--- config.mk ---
export PLATFORM = sky130hd
export DESIGN_NAME = piso_byte_serializer_flat
export DESIGN_NICKNAME = d
export VERILOG_FILES = /design/src/rtl/piso_byte_serializer_if.sv /design/src/rtl/piso_byte_serializer.sv /design/src/flat_wrapper.sv
export SDC_FILE = /design/constraint.sdc
export NUM_CORES = 1
export LEC_CHECK = 0
export BUFFER_PORTS_ARGS = -buffer_cell sky130_fd_sc_hd__buf_2
export CAP_MARGIN = 20
export CORE_MARGIN = 5
export CORE_UTILIZATION = 48
export DETAILED_ROUTE_END_ITERATION = 8
export PLACE_DENSITY_LB_ADDON = 0.05
export SYNTH_ARGS = -nofsm -noshare
export SYNTH_HDL_FRONTEND = slang
export SYNTH_SLANG_ARGS = --single-unit
--- constraint.sdc ---
create_clock -name clk -period 1.8 [get_ports clk]
set_clock_uncertainty 0.2 [all_clocks]
set_input_delay 0.36 -clock clk [delete_from_list [all_inputs] [get_ports clk]]
set_output_delay 0.36 -clock clk [all_outputs]
set_load 0.02 [all_outputs]
--- src/rtl/piso_byte_serializer_if.sv ---
// piso_byte_serializer_if
//   Bundles the word-side and byte-side handshakes of the PISO byte serializer.
//   Signals:
//     parallel_in / in_valid / in_ready     word input handshake
//     serial_out / out_valid / out_ready    byte output handshake
//     out_first / out_last                  byte 0 / byte NBYTES-1 markers
//     done                                  one-cycle pulse after a word's last byte
//     busy                                  word in flight
//   Modports: master = source of words and sink of bytes, slave = the serializer.
interface piso_byte_serializer_if #(
  parameter int unsigned WORD_W = 64,
  parameter int unsigned BYTE_W = 8
);
  logic [WORD_W-1:0] parallel_in;
  logic              in_valid;
  logic              in_ready;
  logic [BYTE_W-1:0] serial_out;
  logic              out_valid;
  logic              out_ready;
  logic              out_first;
  logic              out_last;
  logic              done;
  logic              busy;

  modport master (
    output parallel_in, in_valid, out_ready,
    input  in_ready, serial_out, out_valid, out_first, out_last, done, busy
  );

  modport slave (
    input  parallel_in, in_valid, out_ready,
    output in_ready, serial_out, out_valid, out_first, out_last, done, busy
  );
endinterface

--- src/rtl/piso_byte_serializer.sv ---
// piso_byte_serializer
//   Takes one WORD_W-bit word over a valid/ready handshake and emits it as
//   WORD_W/BYTE_W bytes on a valid/ready byte stream, flagging the first and
//   last byte and pulsing done once the last byte has been accepted. A new
//   word can be taken in the same cycle the last byte leaves, so back-to-back
//   words stream with no bubble.
//   Ports:
//     clk   rising-edge clock
//     rst   synchronous active-high reset
//     bus   piso_byte_serializer_if.slave (word in, byte out, done, busy)
module piso_byte_serializer #(
  parameter int unsigned WORD_W    = 64,
  parameter int unsigned BYTE_W    = 8,
  parameter bit          MSB_FIRST = 1'b1
) (
  input logic                   clk,
  input logic                   rst,
  piso_byte_serializer_if.slave bus
);

  localparam int unsigned NBYTES = WORD_W / BYTE_W;
  localparam int unsigned CNT_W  = $clog2(NBYTES);
  localparam logic [CNT_W-1:0] LAST_IDX = CNT_W'(NBYTES - 1);

  typedef enum logic {
    IDLE,
    SHIFT
  } state_t;

  state_t            state;
  logic [WORD_W-1:0] sreg;
  logic [WORD_W-1:0] sreg_next;
  logic [BYTE_W-1:0] byte_cur;
  logic [CNT_W-1:0]  count;
  logic              out_valid_q;
  logic              done_q;
  logic              xfer;
  logic              last_xfer;
  logic              accept;

  // The outgoing byte always sits at one end of the shift register; each
  // transfer moves the next byte into that slot and zero-fills the far end.
  if (MSB_FIRST) begin : g_msb
    assign byte_cur  = sreg[WORD_W-1 -: BYTE_W];
    assign sreg_next = {sreg[WORD_W-BYTE_W-1:0], {BYTE_W{1'b0}}};
  end else begin : g_lsb
    assign byte_cur  = sreg[BYTE_W-1:0];
    assign sreg_next = {{BYTE_W{1'b0}}, sreg[WORD_W-1:BYTE_W]};
  end

  assign xfer      = out_valid_q && bus.out_ready;
  assign last_xfer = xfer && (count == LAST_IDX);
  // Ready while idle, or in the cycle the last byte leaves so the next word
  // loads without a gap. Held low during reset since nothing can be taken.
  assign bus.in_ready = !rst && ((state == IDLE) || last_xfer);
  assign accept       = bus.in_valid && bus.in_ready;

  always_ff @(posedge clk) begin
    if (rst) begin
      state       <= IDLE;
      sreg        <= '0;
      count       <= '0;
      out_valid_q <= 1'b0;
      done_q      <= 1'b0;
    end else begin
      done_q <= last_xfer;
      case (state)
        IDLE: begin
          if (accept) begin
            sreg        <= bus.parallel_in;
            count       <= '0;
            out_valid_q <= 1'b1;
            state       <= SHIFT;
          end
        end
        SHIFT: begin
          if (last_xfer) begin
            count <= '0;
            if (accept) begin
              sreg <= bus.parallel_in;
            end else begin
              sreg        <= sreg_next;
              out_valid_q <= 1'b0;
              state       <= IDLE;
            end
          end else if (xfer) begin
            sreg  <= sreg_next;
            count <= count + 1'b1;
          end
        end
        default: state <= IDLE;
      endcase
    end
  end

  assign bus.serial_out = byte_cur;
  assign bus.out_valid  = out_valid_q;
  assign bus.out_first  = out_valid_q && (count == '0);
  assign bus.out_last   = out_valid_q && (count == LAST_IDX);
  assign bus.done       = done_q;
  assign bus.busy       = (state == SHIFT);

endmodule

--- src/flat_wrapper.sv ---
// flat-port wrapper written by rule: the top's interface ports become plain ports
module piso_byte_serializer_flat 
#(
  parameter int unsigned WORD_W    = 64,
  parameter int unsigned BYTE_W    = 8,
  parameter bit          MSB_FIRST = 1'b1
)
  (clk, rst, bus_parallel_in, bus_in_valid, bus_out_ready, bus_in_ready, bus_serial_out, bus_out_valid, bus_out_first, bus_out_last, bus_done, bus_busy);
  piso_byte_serializer_if #(.WORD_W(WORD_W), .BYTE_W(BYTE_W)) bus_i ();
  input logic clk;
  input logic rst;
  input wire logic [$bits(bus_i.parallel_in)-1:0] bus_parallel_in;
  input wire logic [$bits(bus_i.in_valid)-1:0] bus_in_valid;
  input wire logic [$bits(bus_i.out_ready)-1:0] bus_out_ready;
  output wire logic [$bits(bus_i.in_ready)-1:0] bus_in_ready;
  output wire logic [$bits(bus_i.serial_out)-1:0] bus_serial_out;
  output wire logic [$bits(bus_i.out_valid)-1:0] bus_out_valid;
  output wire logic [$bits(bus_i.out_first)-1:0] bus_out_first;
  output wire logic [$bits(bus_i.out_last)-1:0] bus_out_last;
  output wire logic [$bits(bus_i.done)-1:0] bus_done;
  output wire logic [$bits(bus_i.busy)-1:0] bus_busy;
  assign bus_i.parallel_in = bus_parallel_in;
  assign bus_i.in_valid = bus_in_valid;
  assign bus_i.out_ready = bus_out_ready;
  assign bus_in_ready = bus_i.in_ready;
  assign bus_serial_out = bus_i.serial_out;
  assign bus_out_valid = bus_i.out_valid;
  assign bus_out_first = bus_i.out_first;
  assign bus_out_last = bus_i.out_last;
  assign bus_done = bus_i.done;
  assign bus_busy = bus_i.busy;
  piso_byte_serializer #(.WORD_W(WORD_W), .BYTE_W(BYTE_W), .MSB_FIRST(MSB_FIRST)) u_core (.clk(clk), .rst(rst), .bus(bus_i));
endmodule
==> results_dict.tcl <==
set metrics [dict create \
    tritoncts_clock_tree "yes" \
    firstDrtPassIters 4 \
    grt_pass1_vias 2835 \
    setup_repair_after_global_routing_missed_its_margin "yes" \
    finalWorstPathRequiredPeriod_ps 1990 \
    mappedNetlistNets 462 \
    filler_cells_inserted 476 \
    path_max_fanout 2 \
    place_congestion 0.724 \
    post_synth_edffs 0 \
    grt_max_degree 50 \
    critPathArrivalTime_ps 1430 \
    portBuffers 81 \
    drt_drc_violations_left 0 \
    route.final.wire_length_um 9500 \
    cts.sink_count 70 \
    grt_first_pass_wirelength_um 13400 \
    post_route_cells_drive_above_1_share_pct 51.5 \
    synth_area_leader_cell "sky130_fd_sc_hd__dfxtp_1" \
    floorplan.die_area_sq_mm 0.00840 \
    yosysSeqAreaShare_pct 43.8 \
    ioPinCount 82 \
    final-seq-area_sq_mm 0.00141 \
    detailroute.via_count 3106 \
    dp.final_hpwl_um 5260 \
    grt_overflow 0 \
    cp-end-kind "output pin" \
    num_antenna_cells 0 \
    cts_max_path_buffers 2 \
    maxClockFrequency_mhz 502 \
    max-slew-margin-rel_pct 58.9 \
    dp_worst_setup_slack_ps -71.6 \
    cts_max_level 3 \
    holdWs_ps 49.8 \
    rows 29 \
    finalHoldViolCount 0 \
    power.density_cell_area_mw_per_mm2 856 \
    synth.top_cells.by_area "sky130_fd_sc_hd__dfxtp_1, sky130_fd_sc_hd__a211oi_1, sky130_fd_sc_hd__a21oi_1, sky130_fd_sc_hd__nand2_1, sky130_fd_sc_hd__nor2_1" \
    synthesis.area_sq_mm 0.00320 \
    clk-insertion-delay-late_ps 340 \
    cellLeakagePower_nw 1.85 \
    cts_root_buffer "sky130_fd_sc_hd__clkbuf_8" \
    hp-class "in2reg" \
    post_syn_area_per_cell_sq_um 8.19 \
    clkTransAtPathRegs_ps 80 \
    portion_of_synthesized_cell_area_occupied_by_the_leading_cell_type_pct 43.8 \
    synth_cell_types 27 \
    worstMarginPinSlew_ps 617 \
    max-cap-violations 0 \
    antenna_found_initial 0 \
    cts_inserted_buffers 9 \
    async_flop_share_pct 0 \
    violations_in_the_final_reports "setup timing" \
    drt.antenna.violating_nets 0 \
    main_flop_type_after_synthesis "sky130_fd_sc_hd__dfxtp_1" \
    route.detailed.vias_per_inst 5.56 \
    synth-seq-cells 70 \
    post_drt_wl_per_cell_um 17.0 \
    finalNetCount 549 \
    final_number_of_setup_violating_endpoints 67 \
    gr_util_all_layers_pct 19.6 \
    setup_slack_ps -194 \
    core_sq_mm 0.00642 \
    crit_path_start_kind "flop" \
    timing.setup.critical_path_class "reg2out" \
    report.final.slew_viol_count 0 \
    max-vdd-ir-drop_mv 0.433 \
    worst_ep_required_time_ps 1240 \
    ys.warnings.count 0 \
    initial_utilization_pct 49.9 \
    synthesis.instances 391 \
    ctsHoldBuffers 0 \
    syn2layout_area_growth_pct 46.0 \
    chipHeight_um 91.7 \
    run_status "complete, but fails checks" \
    post-route-period-util_pct 111 \
    drtIter0Drc 198 \
    die_x_um 91.7 \
    multi_input_comb_area_sq_mm 0.00201 \
]
flip-flops by register name (all words and copies together) (netlist names):
signal / flops
u_core.bus.done: 1
u_core.count: 3
u_core.bus.out_valid: 1
u_core.sreg: 64
u_core.bus.busy: 1
kinds of logic (layout without fill, tap and decap cells):
group / after synthesis / after routing / share of synthesized area [%]
simple gates: 144 / 144 / 18.5
buf+inv: 44 / 134 / 8.79
compound gates: 130 / 131 / 27.8
fa+ha+maj: 3 / 3 / 1.17
flops: 70 / 70 / 43.8
timing repair:
action	CTS	global route
pin swaps	5	0
resized for setup	56	54
hold endpoints to repair	0	0
gates cloned	3	8
buffers inserted	7	0
setup endpoints to repair	24	67
worst paths after layout:
kind	from	to	slack, ps	cells past startpoint
hold / removal	bus_parallel_in[60]	u_core.sreg[60]$_SDFFE_PP0P_	50	3
setup / recovery	u_core.count[0]$_SDFFE_PP0P_	bus_in_ready	-190	6
setup reg to reg	u_core.count[0]$_SDFFE_PP0P_	u_core.sreg[46]$_SDFFE_PP0P_	-160	9
hold reg to reg	u_core.sreg[5]$_SDFFE_PP0P_	u_core.sreg[5]$_SDFFE_PP0P_	260	2
worst max-delay path: stages, from the launching register on:
cell and delay (ps):
sky130_fd_sc_hd__dfxtp_2 360, sky130_fd_sc_hd__ha_4 140, sky130_fd_sc_hd__ha_4 130, sky130_fd_sc_hd__nand3_4 70, sky130_fd_sc_hd__buf_6 130, sky130_fd_sc_hd__a21oi_2 110, sky130_fd_sc_hd__buf_4 150
power by group:
group / internal (W) / switching [W]
sequential: 0.00166 / 0.0000858
clock: 0.000773 / 0.000620
combinational: 0.000385 / 0.000478
layout make-up:
class / count / share of cell area, %
multi-input cells: 278 / 43.0
clock inverters: 6 / 1.85
flip-flops and latches: 70 / 30.1
well taps: 77 / 2.06
inverters: 2 / 0.161
repair buffers: 117 / 20.2
clock buffers: 9 / 2.65
placed cells by master (no fill, tap or decap), drive strengths merged, types with 2 or more instances in the layout:
cell / n
ha: 3
o21a: 3
buf: 112
inv: 3
a21oi: 68
clkinv: 2
a211oi: 56
nand2: 65
nand3: 10
dfxtp: 70
clkbuf: 14
o21ai: 3
bufinv: 2
nor2: 62
metal layers:
layer  wire length (um)  vias up  global-route usage [%]
met4                 93        0                    6.03
met5                  0        -                       0
li1                   -     1531                       -
met1               4010     1480                    25.0
met2               4870       86                    32.7
met3                526        9                    4.91
cell usage after synthesis, types with 2 or more instances:
library cell               number
sky130_fd_sc_hd__buf_4         20
sky130_fd_sc_hd__nand3_1        8
sky130_fd_sc_hd__a21oi_1       66
sky130_fd_sc_hd__a211oi_1      44
sky130_fd_sc_hd__dfxtp_1       70
sky130_fd_sc_hd__o21ai_4        2
sky130_fd_sc_hd__inv_1          2
sky130_fd_sc_hd__a211oi_2      12
sky130_fd_sc_hd__ha_1           3
sky130_fd_sc_hd__nand2_1       65
sky130_fd_sc_hd__nand3_2        2
sky130_fd_sc_hd__clkbuf_1       9
sky130_fd_sc_hd__nor2_1        62
sky130_fd_sc_hd__buf_2          9
sky130_fd_sc_hd__a21oi_2        2
sky130_fd_sc_hd__buf_6          4
metrics by stage:
step	utilization, %	cells	total power (W)	TNS, ps	instance area [sq um]
detailed placement	57.8	526	0.00238	-232	3710
floorplan	-	391	0.00220	0	3280
finish	72.8	559	0.00400	-5790	4670
global route	72.8	559	0.00417	-11570	4670
global placement	57.8	526	0.00237	0	3710
CTS	66.7	551	0.00387	-3690	4280
Power figures use the tool's default switching activity.
